File: src/rtl/sysmgr_seq.sv
// Reset sequencer and fs timebase. Holds resets until a synchronised PLL lock has been
// seen, then releases rst_out bit by bit. Also generates the fs square wave, the fs strobe and a frame counter.
module sysmgr_seq #(
    parameter int RST_CYCLES  = 128,
    parameter int N_RST       = 2,
    parameter int STAGGER     = 16,
    parameter int FS_DIV_LOG2 = 8,
    parameter int LOCK_SYNC   = 2
) (
    input  logic             clk_256fs,
    input  logic             rst,
    input  logic             pll_lock,
    input  logic             sw_rst_req,
    input  logic             lock_lost_clr,
    output logic [N_RST-1:0] rst_out,
    output logic             clk_fs,
    output logic             fs_strobe,
    output logic [15:0]      frame_cnt,
    output logic             lock_lost,
    output logic             ready
);

    localparam int CNT_MAX = RST_CYCLES + (N_RST - 1) * STAGGER;
    localparam int CNT_W   = $clog2(CNT_MAX + 1);

    typedef enum logic [1:0] {
        WAIT_LOCK = 2'd0,
        STRETCH   = 2'd1,
        RUN       = 2'd2
    } state_t;

    state_t                 state_q, state_d;
    logic [CNT_W-1:0]       cnt_q, cnt_d;
    logic [N_RST-1:0]       rst_out_q, rst_out_d;
    logic                   ready_q, ready_d;
    logic                   lock_lost_q, lock_lost_d;
    logic [LOCK_SYNC-1:0]   sync_q, sync_d;
    logic [FS_DIV_LOG2-1:0] div_q, div_d;
    logic                   clk_fs_q, clk_fs_d;
    logic                   fs_strobe_q, fs_strobe_d;
    logic [15:0]            frame_cnt_q, frame_cnt_d;
    logic                   lock_s;
    logic                   lock_loss;

    assign lock_s = sync_q[LOCK_SYNC-1];

    always_comb begin
        sync_d      = {sync_q[LOCK_SYNC-2:0], pll_lock};
        state_d     = state_q;
        cnt_d       = cnt_q;
        rst_out_d   = rst_out_q;
        ready_d     = ready_q;
        lock_loss   = 1'b0;

        case (state_q)
            WAIT_LOCK: begin
                rst_out_d = '1;
                cnt_d     = '0;
                ready_d   = 1'b0;
                if (lock_s) state_d = STRETCH;
            end
            STRETCH: begin
                cnt_d = cnt_q + 1'b1;
                for (int i = 0; i < N_RST; i++) begin
                    if (int'(cnt_q) == RST_CYCLES + i * STAGGER - 1) begin
                        rst_out_d[i] = 1'b0;
                        if (i == N_RST - 1) begin
                            state_d = RUN;
                            ready_d = 1'b1;
                        end
                    end
                end
            end
            RUN: begin
                ready_d = 1'b1;
            end
            default: begin
                state_d = WAIT_LOCK;
            end
        endcase

        // Lock loss outranks a software request; both restart the release sequence.
        if (state_q != WAIT_LOCK) begin
            if (!lock_s) begin
                state_d   = WAIT_LOCK;
                cnt_d     = '0;
                rst_out_d = '1;
                ready_d   = 1'b0;
                lock_loss = 1'b1;
            end else if (sw_rst_req) begin
                state_d   = STRETCH;
                cnt_d     = '0;
                rst_out_d = '1;
                ready_d   = 1'b0;
            end
        end

        if (lock_loss)          lock_lost_d = 1'b1;
        else if (lock_lost_clr) lock_lost_d = 1'b0;
        else                    lock_lost_d = lock_lost_q;

        div_d = rst_out_q[0] ? '0 : div_q + 1'b1;
        // Gating with the next reset value keeps a stray strobe from escaping on re-entry.
        clk_fs_d    = div_q[FS_DIV_LOG2-1] & ~rst_out_d[0];
        fs_strobe_d = (&div_q) & ~rst_out_d[0];

        if (rst_out_q[0])     frame_cnt_d = '0;
        else if (fs_strobe_q) frame_cnt_d = frame_cnt_q + 16'd1;
        else                  frame_cnt_d = frame_cnt_q;
    end

    always_ff @(posedge clk_256fs) begin
        if (rst) begin
            state_q     <= WAIT_LOCK;
            cnt_q       <= '0;
            rst_out_q   <= '1;
            ready_q     <= 1'b0;
            lock_lost_q <= 1'b0;
            sync_q      <= '0;
            div_q       <= '0;
            clk_fs_q    <= 1'b0;
            fs_strobe_q <= 1'b0;
            frame_cnt_q <= '0;
        end else begin
            state_q     <= state_d;
            cnt_q       <= cnt_d;
            rst_out_q   <= rst_out_d;
            ready_q     <= ready_d;
            lock_lost_q <= lock_lost_d;
            sync_q      <= sync_d;
            div_q       <= div_d;
            clk_fs_q    <= clk_fs_d;
            fs_strobe_q <= fs_strobe_d;
            frame_cnt_q <= frame_cnt_d;
        end
    end

    assign rst_out   = rst_out_q;
    assign ready     = ready_q;
    assign lock_lost = lock_lost_q;
    assign clk_fs    = clk_fs_q;
    assign fs_strobe = fs_strobe_q;
    assign frame_cnt = frame_cnt_q;

endmodule

File: config.mk
export PLATFORM = sky130hd
export DESIGN_NAME = sysmgr_seq
export DESIGN_NICKNAME = d
export VERILOG_FILES = /design/src/rtl/sysmgr_seq.sv
export SDC_FILE = /design/constraint.sdc
export NUM_CORES = 1
export LEC_CHECK = 0
export ABC_AREA = 1
export BUFFER_PORTS_ARGS = -buffer_cell sky130_fd_sc_hd__buf_2
export CORE_UTILIZATION = 55
export DETAILED_ROUTE_END_ITERATION = 6
export PLACE_DENSITY = 0.77
export SYNTH_ARGS = -nofsm -noshare
export SYNTH_HDL_FRONTEND = slang
export SYNTH_SLANG_ARGS = --single-unit
File: constraint.sdc
create_clock -name clk_256fs -period 1.3 [get_ports clk_256fs]
set_input_delay 0.26 -clock clk_256fs [delete_from_list [all_inputs] [get_ports clk_256fs]]
set_output_delay 0.26 -clock clk_256fs [all_outputs]
set_load 0.01 [all_outputs]
==> results.yml <==
floorplan:
  start_util_pct: 59.0
  core_area_um2: 3130
  die_w_um: 59.9
  ioPinCount: 27
  rows: 20
  die_area_um2: 3590
  die_y_um: 59.9
detailed_routing:
  ant_nets: 0
  post_drt_wl_per_cell_um: 10.5
  dr.pass1.iters: 4
  drt-vias-per-instance: 4.97
  vias: 1754
  drt-initial-drc-count: 108
  drc: 0
  drt_wl_total_um: 3720
placement:
  placed_cells: 342
  place.gp.congestion: 0.900
  portBuffers: 26
  dp_hpwl_um: 2700
sta:
  fmax_ghz: 0.802
  worst_slew_pin_slew_ns: 0.393
  drv_slew: 0
  skew_ns: 0.00693
  slew_headroom_pct: 73.6
  hold_viol_final: 0
  rsz0062_at_grt: "true"
  min_period_over_period_pct: 95.9
  period_needed_ns: 1.25
  setup_viol: 0
final_layout:
  finalNetCount: 316
  stdcell_count: 353
  fin_util_pct: 71.5
  syn_to_final_growth_pct: 21.1
  drive_gt1_share_pct: 24.6
  antennaDiodeCount: 0
worst_setup_path:
  cp.arrival_ns: 1.49
  r2r-end: "frame_cnt[12]"
  cp-end-kind: "register"
  rrSetupSlack_ns: 0.05
  critPathRequiredTime_ns: 1.54
  startpoint_type: "register"
  crit_type: "register to register"
  r2r_cells: 9
  r2r-start: "frame_cnt[0]"
  critPathMaxFanout: 4
global_route:
  grt_pass1_vias: 1414
  antenna_found_initial: 0
  grt_usage_pct: 21.8
  grt_max_degree: 14
  grt.overflow.total: 0
  grt_pass1_wl_um: 5820
yosys:
  avgSynthCellArea_um2: 7.00
  yosysMostFrequentCell: "nand2_1"
  ys_seq_elements: 42
  synth-edff-count: 0
  synth-compound-area-share_pct: 9.21
  yosysTopAreaCell: "dfxtp_1"
  synth_top_family_by_area: "simple AND/OR/NAND/NOR gates"
  yosys_warnings: 0
  syn_inst: 264
  synth-simple-area-share_pct: 33.8
  synth_fp_nets: 272
  ys_top_cells_by_count: "nand2_1 (56), nor2_1 (45), dfxtp_1 (42)"
  synth_xor_area_share_pct: 0.474
  synthMuxAreaShare_pct: 0
  synth_area_um2: 1850
  synthDistinctLibCells: 22
  synth_top_area_share_pct: 45.5
  ys_seq_area_share_pct: 45.5
  ys.flop_type: "dfxtp_1"
  synthArstFlopShare_pct: 0
  yosys-top-cells-area: "dfxtp_1 (46%), nand2_1 (11%), nor2_1 (9.1%), inv_1 (7.9%), a21oi_1 (5.7%)"
  yosys.area_share.adder_pct: 2.03
min_path:
  hold-path-endpoint: "sync_q[0]"
  worstHoldStart: "pll_lock"
  hold_path_class: "input port to register"
  hold_path_depth: 3
clock_network:
  clk_pin_slew_ns: 0.11
  cts_made_buffers: 5
  clock_sinks: 42
  htreeDepth: 2
  cts_root_buf: "clkbuf_4"
  clk-insertion-delay-late_ns: 0.33
  clock_path_buffers: 2
  tritoncts: "done"
pwr:
  power_density_nw_per_um2: 942
  ir_drop_uv: 826
  leakage_nw: 0.912
  p_total_w: 0.00211
job:
  cap_violations: 0
status:
  status: "complete, no violations"
## cells by family (layout without fill, tap and decap cells)
| group | after synthesis | after routing |
|---|---|---|
| buffers and inverters | 43 | 88 |
| and+or+nand+nor | 142 | 142 |
| DFF | 42 | 42 |
| AOI/OAI and AO/OA | 33 | 33 |
| xor gates and xnor gates | 1 | 1 |
| adders and majority gates | 3 | 3 |
## worst max-delay path: stages (launching register included)
cell and delay, ns:
dfxtp_4 0.37, ha_1 0.15, nand2_1 0.06, inv_2 0.07
buf_4 0.11, nand2_1 0.05, nor2_2 0.14, nand3_1 0.09
nand2_1 0.07, nor2_1 0.04
## state kept, by name (all words and copies together) (netlist names)
name       flops
clk_fs         1
cnt_q          8
div_q          8
frame_cnt     16
fs_strobe      1
lock_lost      1
ready          1
rst_out        2
state_q        2
sync_q         2
## through the flow
| step | worst slack (ns) | area [um2] | hold slack [ns] | TNS [ns] |
|---|---|---|---|---|
| 6_report | 0.0534 | 2240 | 0.124 | 0 |
| 5_1_grt | -0.0278 | 2240 | 0.109 | -0.0476 |
| 4_1_cts | 0.0125 | 2170 | 0.112 | 0 |
| 3_5_place_dp | 0.0274 | 2090 | 0.407 | 0 |
| 3_3_place_gp | 0.0469 | 2090 | 0.390 | 0 |
| 2_1_floorplan | 0.126 | 1850 | 0.331 | 0 |
## layout by cell type (no fill, tap or decap), types with 3 or more instances in the layout
cell type and count:
dfxtp_2 9, clkbuf_4 5, nor2_2 9, nand2_2 3, nand4_1 3, buf_2 26, nor2_4 3, o21ai_0 9
nor3_1 9, nand2_1 55, dfxtp_1 32, buf_4 12, inv_1 39, a21oi_1 21, nor2_1 41, nand3_1 15
## what timing repair did
action | 4_1_cts | 5_1_grt
endpoints found under the setup margin | 1 | 18
setup buffers | 0 | 3
gates resized for setup | 1 | 19
pin swaps | 0 | 3
hold buffers | 0 | 0
## how the worst max path moves through the flow
stage                 start             to  slack, ns  cells after the start
2_1_floorplan  frame_cnt[0]  frame_cnt[12]       0.13                      9
3_3_place_gp   frame_cnt[0]  frame_cnt[12]       0.05                      9
3_5_place_dp   frame_cnt[0]  frame_cnt[12]       0.03                      9
4_1_cts        frame_cnt[1]  frame_cnt[12]       0.01                      9
5_1_grt        frame_cnt[9]  frame_cnt[15]      -0.03                      7
6_report       frame_cnt[0]  frame_cnt[12]       0.05                      9
## power breakdown
group	switching [W]	internal (W)	leakage [nW]	total (W)
logic	0.0000132	0.00000945	0.528	0.0000226
registers	0.00000255	0.00129	0.344	0.00129
clock network	0.000387	0.000408	0.0395	0.000795
## area by class of cell
class / count / area [um2]
Clock buffer: 7 / 45.0
Sequential cell: 42 / 856
Tap cell: 44 / 55.1
Fill cell: 279 / 891
Inverter: 42 / 160
Clock inverter: 1 / 30.0
Multi-Input combinational cell: 179 / 871
Timing Repair Buffer: 38 / 220
## routing by layer
layer  vias to the layer above  global-route usage (%)  wire, um
met4                         0                    11.0        79
met5                         -                       0         0
met1                       788                    28.1      1800
li1                        918                       -         -
met3                         6                    4.55       136
met2                        42                    34.3      1700
Note: power is estimated with default switching activity, not from simulation.
